<file path="src/rtl/instr_loader_if.sv">
// Byte-stream input and instruction-memory write port of instr_loader.
interface instr_loader_if #(parameter int ADDR_WIDTH = 8);
  logic                  byte_valid;
  logic [7:0]            byte_data;
  logic                  byte_ready;
  logic                  mem_we;
  logic [ADDR_WIDTH-1:0] mem_waddr;
  logic [31:0]           mem_wdata;

  modport master (output byte_valid, byte_data,
                  input  byte_ready, mem_we, mem_waddr, mem_wdata);
  modport slave  (input  byte_valid, byte_data,
                  output byte_ready, mem_we, mem_waddr, mem_wdata);
endinterface

</file>
<file path="src/rtl/instr_loader.sv">
// Loads a length-prefixed little-endian byte stream into instruction memory.
// Optional trailing XOR checksum byte is enabled by INSTR_LOADER_CHECKSUM_EN.
module instr_loader #(
  parameter int ADDR_WIDTH = 8
) (
  input  logic          clk,
  input  logic          rst_n,
  input  logic          load_start,
  instr_loader_if.slave bus,
  output logic          cpu_hold,
  output logic          load_done,
  output logic          load_err
);
  typedef enum logic [2:0] {
    S_IDLE, S_LEN_LO, S_LEN_HI, S_DATA, S_WRITE, S_CHK, S_DONE
  } state_e;

  localparam logic [16:0] DEPTH = 17'(1) << ADDR_WIDTH;
`ifdef INSTR_LOADER_CHECKSUM_EN
  localparam state_e S_END = S_CHK;
`else
  localparam state_e S_END = S_DONE;
`endif

  state_e      state_q, state_d;
  logic [15:0] len_q, len_d;
  logic [15:0] wcnt_q, wcnt_d;
  logic [1:0]  lane_q, lane_d;
  logic [31:0] word_q, word_d;
  logic        err_q, err_d;
`ifdef INSTR_LOADER_CHECKSUM_EN
  logic [7:0]  xor_q, xor_d;
`endif

  logic accept, in_range, last_word;

  assign accept    = bus.byte_valid && bus.byte_ready;
  // Words past the end of memory are swallowed, so the address never wraps.
  assign in_range  = {1'b0, wcnt_q} < DEPTH;
  assign last_word = (wcnt_q + 16'd1) == len_q;

  assign bus.byte_ready = (state_q == S_LEN_LO) || (state_q == S_LEN_HI) ||
                          (state_q == S_DATA)   || (state_q == S_CHK);
  assign bus.mem_we     = (state_q == S_WRITE) && in_range;
  assign bus.mem_waddr  = wcnt_q[ADDR_WIDTH-1:0];
  assign bus.mem_wdata  = word_q;
  assign cpu_hold       = (state_q != S_IDLE) && (state_q != S_DONE);
  assign load_done      = (state_q == S_DONE);
  assign load_err       = err_q;

  always_comb begin
    state_d = state_q;
    len_d   = len_q;
    wcnt_d  = wcnt_q;
    lane_d  = lane_q;
    word_d  = word_q;
    err_d   = err_q;
`ifdef INSTR_LOADER_CHECKSUM_EN
    xor_d   = xor_q;
`endif
    case (state_q)
      S_IDLE, S_DONE: begin
        if (load_start) begin
          state_d = S_LEN_LO;
          len_d   = '0;
          wcnt_d  = '0;
          lane_d  = '0;
          err_d   = 1'b0;
`ifdef INSTR_LOADER_CHECKSUM_EN
          xor_d   = '0;
`endif
        end
      end
      S_LEN_LO: begin
        if (accept) begin
          len_d[7:0] = bus.byte_data;
          state_d    = S_LEN_HI;
        end
      end
      S_LEN_HI: begin
        if (accept) begin
          len_d[15:8] = bus.byte_data;
          state_d     = ({bus.byte_data, len_q[7:0]} != 16'd0) ? S_DATA : S_END;
        end
      end
      S_DATA: begin
        if (accept) begin
          word_d[{lane_q, 3'b000} +: 8] = bus.byte_data;
          lane_d = lane_q + 2'd1;
`ifdef INSTR_LOADER_CHECKSUM_EN
          xor_d  = xor_q ^ bus.byte_data;
`endif
          if (lane_q == 2'd3) state_d = S_WRITE;
        end
      end
      S_WRITE: begin
        if (!in_range) err_d = 1'b1;
        wcnt_d  = wcnt_q + 16'd1;
        state_d = last_word ? S_END : S_DATA;
      end
`ifdef INSTR_LOADER_CHECKSUM_EN
      S_CHK: begin
        if (accept) begin
          if (bus.byte_data != xor_q) err_d = 1'b1;
          state_d = S_DONE;
        end
      end
`endif
      default: state_d = S_IDLE;
    endcase
  end

  always_ff @(posedge clk) begin
    if (!rst_n) begin
      state_q <= S_IDLE;
      len_q   <= '0;
      wcnt_q  <= '0;
      lane_q  <= '0;
      word_q  <= '0;
      err_q   <= 1'b0;
`ifdef INSTR_LOADER_CHECKSUM_EN
      xor_q   <= '0;
`endif
    end else begin
      state_q <= state_d;
      len_q   <= len_d;
      wcnt_q  <= wcnt_d;
      lane_q  <= lane_d;
      word_q  <= word_d;
      err_q   <= err_d;
`ifdef INSTR_LOADER_CHECKSUM_EN
      xor_q   <= xor_d;
`endif
    end
  end
endmodule
</file>
<file path="src/flat_wrapper.sv">
// flat-port wrapper written by rule: the top's interface ports become plain ports
module instr_loader_flat 
#(
  parameter int ADDR_WIDTH = 8
)
  (clk, rst_n, load_start, cpu_hold, load_done, load_err, bus_byte_valid, bus_byte_data, bus_byte_ready, bus_mem_we, bus_mem_waddr, bus_mem_wdata);
  instr_loader_if #(.ADDR_WIDTH(ADDR_WIDTH)) bus_i ();
  input  logic clk;
  input  logic rst_n;
  input  logic load_start;
  output logic cpu_hold;
  output logic load_done;
  output logic load_err;
  input wire logic [$bits(bus_i.byte_valid)-1:0] bus_byte_valid;
  input wire logic [$bits(bus_i.byte_data)-1:0] bus_byte_data;
  output wire logic [$bits(bus_i.byte_ready)-1:0] bus_byte_ready;
  output wire logic [$bits(bus_i.mem_we)-1:0] bus_mem_we;
  output wire logic [$bits(bus_i.mem_waddr)-1:0] bus_mem_waddr;
  output wire logic [$bits(bus_i.mem_wdata)-1:0] bus_mem_wdata;
  assign bus_i.byte_valid = bus_byte_valid;
  assign bus_i.byte_data = bus_byte_data;
  assign bus_byte_ready = bus_i.byte_ready;
  assign bus_mem_we = bus_i.mem_we;
  assign bus_mem_waddr = bus_i.mem_waddr;
  assign bus_mem_wdata = bus_i.mem_wdata;
  instr_loader #(.ADDR_WIDTH(ADDR_WIDTH)) u_core (.clk(clk), .rst_n(rst_n), .load_start(load_start), .bus(bus_i), .cpu_hold(cpu_hold), .load_done(load_done), .load_err(load_err));
endmodule
</file>
<file path="config.mk">
export PLATFORM = sky130hd
export DESIGN_NAME = instr_loader_flat
export DESIGN_NICKNAME = d
export VERILOG_FILES = /design/src/rtl/instr_loader_if.sv /design/src/rtl/instr_loader.sv /design/src/flat_wrapper.sv
export SDC_FILE = /design/constraint.sdc
export NUM_CORES = 1
export LEC_CHECK = 0
export BUFFER_PORTS_ARGS = -buffer_cell sky130_fd_sc_hd__buf_4
export CAP_MARGIN = 10
export CORE_MARGIN = 10
export CORE_UTILIZATION = 57
export DETAILED_ROUTE_END_ITERATION = 10
export GPL_TIMING_DRIVEN = 0
export PLACE_DENSITY = 0.8
export REMOVE_ABC_BUFFERS = 1
export SLEW_MARGIN = 20
export SYNTH_ARGS = -nofsm -noshare
export SYNTH_HDL_FRONTEND = slang
export SYNTH_SLANG_ARGS = --single-unit
</file>
<file path="constraint.sdc">
create_clock -name clk -period 2.8 [get_ports clk]
set_input_delay 0.56 -clock clk [delete_from_list [all_inputs] [get_ports clk]]
set_output_delay 0.56 -clock clk [all_outputs]
set_load 0.02 [all_outputs]
</file>
==> qor_table.md <==
| Step | Item | This run |
|---|---|---|
| run status | Result of the run | finished, final reports clean |
| worst hold path | Path type of the worst min-delay path | input pin to register |
| logic synthesis | Distinct cell type count of the synthesized netlist | 51 |
| logic synthesis | Sequential element share of the synthesized area | 37.9% |
| detailed routing | Via Count | 3681 |
| floorplanning | Area of the core | 6310 um^2 |
| logic synthesis | Primary flip-flop cell chosen by synthesis mapping | sky130_fd_sc_hd__dfxtp_1 |
| critical path | Maximum cell stage delay along the critical path | 690 ps |
| power and ir drop | Static leakage | 1.59 nW |
| sta | Slew at the pin with the worst max-slew slack | 989 ps |
| sta | RSZ-0062 raised after global routing | false |
| power and ir drop | Worst supply voltage drop on vdd | 402 uV |
| worst hold path | Hold path start | rst_n |
| logic synthesis | Ranking of synthesized cells by area | sky130_fd_sc_hd__dfxtp_1 38%, sky130_fd_sc_hd__a21oi_1 9.2%, sky130_fd_sc_hd__nand3_1 7.8%, sky130_fd_sc_hd__nand2_1 6.5%, sky130_fd_sc_hd__xnor2_1 3.6% |
| critical path | CP bufs+invs | 1 |
| global route | Number of antenna violations at the first check in global routing | 0 |
| global route | Global-route wire length before repair | 17000 um |
| logic synthesis | Fraction of synthesized cell area taken by the top area cell type | 37.9% |
| clocking | H-tree levels | 3 |
| clocking | Number of clock sinks | 70 |
| place | Dpl cells | 572 |
| place | Half-perimeter wire length of the detailed placement result | 7100 um |
| global route | Maximum number of pins on one net before global-route repair | 38 |
| clocking | Clk slew on worst S/H paths | 80 ps |
| logic synthesis | Synthesized area divided by synthesized cell count | 7.77 um^2 |
| global route | Number of global-route vias before repair | 3457 |
| clocking | Maximum clock insertion buffer count | 2 |
| detailed routing | TritonRoute pass-1 iters | 5 |
| clocking | CTS buffer count | 9 |
| critical path | Top fanout value on the critical path | 12 |
| sta | Post-route clock period utilization | 97.7% |
| logic synthesis | Cell area after synthesis | 3700 um^2 |
| sta | Final count of pins violating max slew | 0 |
| logic synthesis | Gate count after technology mapping | 476 |
| layout | Core Util, Final | 68.6% |
| logic synthesis | Leading area contributor after synthesis | sky130_fd_sc_hd__dfxtp_1 |
| layout | Final net count | 525 |
| logic synthesis | EDFF count, synth | 0 |
| logic synthesis | Leading cell type by number of instances after synthesis | sky130_fd_sc_hd__dfxtp_1 |
| power and ir drop | Cell Pwr Density | 638 nW/um^2 |
| global route | Total Routing Usage GR | 20.3% |
| detailed routing | Post-detailed-route count of antenna-violating nets | 0 |
| critical path | Start point of the critical path | u_core.state_q[2] |
| sta | Final worst path period need | 2740 ps |
| detailed routing | Average via count per standard cell | 6.26 |
| power and ir drop | Total power after layout | 2.76 mW |
| place | Placer congestion estimate | 0.898 |
| critical path | Critical Path Sink | u_core.state_q[0] |
| place | Buffers on Ports | 56 |
| logic synthesis | Register bit count reported by yosys | 70 |
| flow run | # Max-Cap Violations | 0 |
| sta | Clock Skews | 10.4 ps |
| floorplanning | Die ar. | 10100 um^2 |
| floorplanning | Width of the chip | 101 um |
| layout | Post-route non-filler standard cell count | 588 |
| detailed routing | Average wire per cell in the routed design | 17.5 um |
| critical path | Category of the worst setup path launch point | register |
| critical path | Data arrival time of the worst path | 2980 ps |
| layout | Area delta synth->final | 17.1% |
| critical path | Endpoint of the lowest-slack register-to-register path | u_core.state_q[0] |
| logic synthesis | Fraction of synthesis flops using an asynchronous set or reset pin | 0% |
| critical path | CP top delay family | simple AND/OR/NAND/NOR gates |
| logic synthesis | Synth warn | 0 |
| global route | Overflow left after global routing | 0 |
| critical path | Slack of the worst reg-to-reg path | 60 ps |
| critical path | Ordered list of cells on the worst path | clkinvlp_4 > nor3_4 > nand4_1 > nor4_1 > nand4_1 > o211a_1 |
| sta | Endpoints failing hold | 0 |
| clocking | Clk root buf | sky130_fd_sc_hd__clkbuf_8 |
| sta | Number of failing setup endpoints in the final timing report | 0 |
| critical path | Kind of critical path | register to register |
| logic synthesis | List of most frequent post-synthesis cells | 70 x sky130_fd_sc_hd__dfxtp_1, 68 x sky130_fd_sc_hd__a21oi_1, 64 x sky130_fd_sc_hd__nand2_1 |
| layout | Antenna diode count | 0 |
| floorplanning | Initial Utilization | 58.6% |
| sta | Slew headroom | 34.1% |
| clocking | Post-CTS Hold Buffers | 0 |
| clocking | Clock latency reported for the late side of the worst-skew pair | 360 ps |
| layout | Share of post-route cells with drive strength above 1 | 18.0% |
| clocking | CTS tree | done |
| critical path | Startpoint of the most critical register-to-register path | u_core.state_q[2] |
| sta | Maximum clock frequency | 366 MHz |
| critical path | Critical path endpoint category | register |
| critical path | Most common cell type on the critical path | sky130_fd_sc_hd__nand4_1 |
| detailed routing | Residual DRC count | 0 |
| critical path | Cells on worst reg2reg path | 6 |
| critical path | Highest-delay cell along the critical path | sky130_fd_sc_hd__dfxtp_1 |
| detailed routing | Starting DRC count in detailed routing | 301 |
| critical path | Required time at the worst-slack endpoint | 3050 ps |
| critical path | Crit path depth | 6 |
| floorplanning | FP Rows | 29 |
| floorplanning | Height of the die | 101 um |
| floorplanning | I/O pin count | 57 |
| detailed routing | Total Routed Length | 10300 um |
==> through the flow <==
| stage | hold slack, ps | setup TNS [ps] | area [um^2] | setup slack (ps) |
|---|---|---|---|---|
| after CTS | 444 | 0 | 4330 | 59.9 |
| after detailed placement | 445 | 0 | 4060 | 48.4 |
| final | 450 | 0 | 4330 | 64.1 |
| after global placement | 439 | -566 | 4020 | -316 |
| after floorplan | 452 | 0 | 3500 | 499 |
| after global routing | 465 | 0 | 4330 | 19.2 |
==> metal layers <==
| layer | GRT usage [%] | part of all wire, % | vias up |
|---|---|---|---|
| li1 | - | - | 1751 |
| met1 | 24.3 | 41 | 1749 |
| met2 | 31.6 | 46 | 147 |
| met3 | 6.10 | 8.4 | 34 |
| met4 | 11.8 | 3.8 | 0 |
| met5 | 0 | 0 | - |
==> power breakdown <==
part	internal, mW	switching [mW]
registers	1.04	0.0889
clock network	0.594	0.425
logic	0.230	0.386
total	1.86	0.900
==> placed cells by master (no fill, tap or decap), types with 5 or more instances in the layout <==
master	Yosys	layout
sky130_fd_sc_hd__buf_4	9	57
sky130_fd_sc_hd__nand2_1	64	64
sky130_fd_sc_hd__nand3_1	58	57
sky130_fd_sc_hd__dfxtp_1	70	69
sky130_fd_sc_hd__o21ai_0	13	13
sky130_fd_sc_hd__nor2_1	31	31
sky130_fd_sc_hd__inv_1	6	5
sky130_fd_sc_hd__nand4_1	7	7
sky130_fd_sc_hd__ha_1	7	7
sky130_fd_sc_hd__nor4_1	6	6
sky130_fd_sc_hd__clkbuf_8	0	9
sky130_fd_sc_hd__and3_1	7	7
sky130_fd_sc_hd__nand2b_1	9	9
sky130_fd_sc_hd__xnor2_1	15	15
sky130_fd_sc_hd__xor2_1	7	7
sky130_fd_sc_hd__nor3_1	11	10
sky130_fd_sc_hd__a21oi_1	68	68
==> kinds of logic after synthesis <==
group | after synthesis | synth area share (%)
buf+inv | 47 | 6.22
flops | 70 | 37.9
xor+xnor | 22 | 5.21
fa+ha+maj | 7 | 2.37
compound gates | 111 | 17.7
simple gates | 217 | 30.1
mux | 2 | 0.541
==> what timing repair did <==
item / in CTS / in global routing
setup endpoints to repair: 3 / 3
setup buffers: 0 / 0
pin swaps: 0 / 1
resized for setup: 3 / 2
==> worst min-delay path, delay by kind of cell <==
family	cells	cell delay (ps)
simple gates	1	50
compound gates	1	30
buf+inv	1	120
==> registers in the layout, summed over array words and instances, names as in the netlist <==
name,cells
u_core.load_err,1
u_core.lane_q,2
u_core.bus.mem_wdata,32
u_core.len_q,16
u_core.state_q,3
u_core.wcnt_q,16
==> worst min path at each step <==
stage,endpoint,depth (start not counted)
2_1_floorplan,u_core.len_q[0],2
3_3_place_gp,u_core.bus.mem_wdata[1],2
3_5_place_dp,u_core.bus.mem_wdata[19],2
4_1_cts,u_core.state_q[2],3
5_1_grt,u_core.state_q[0],2
6_report,u_core.state_q[2],3
==> final cells by class <==
type,instances,area [um^2]
flip-flops and latches,70,1400
clock inverters,7,121
multi-input cells,359,2100
well taps,77,96.3
fillers,566,1980
clock buffers,9,124
repair buffers,58,455
inverters,8,33.8
(Power assumes the default switching activity.)
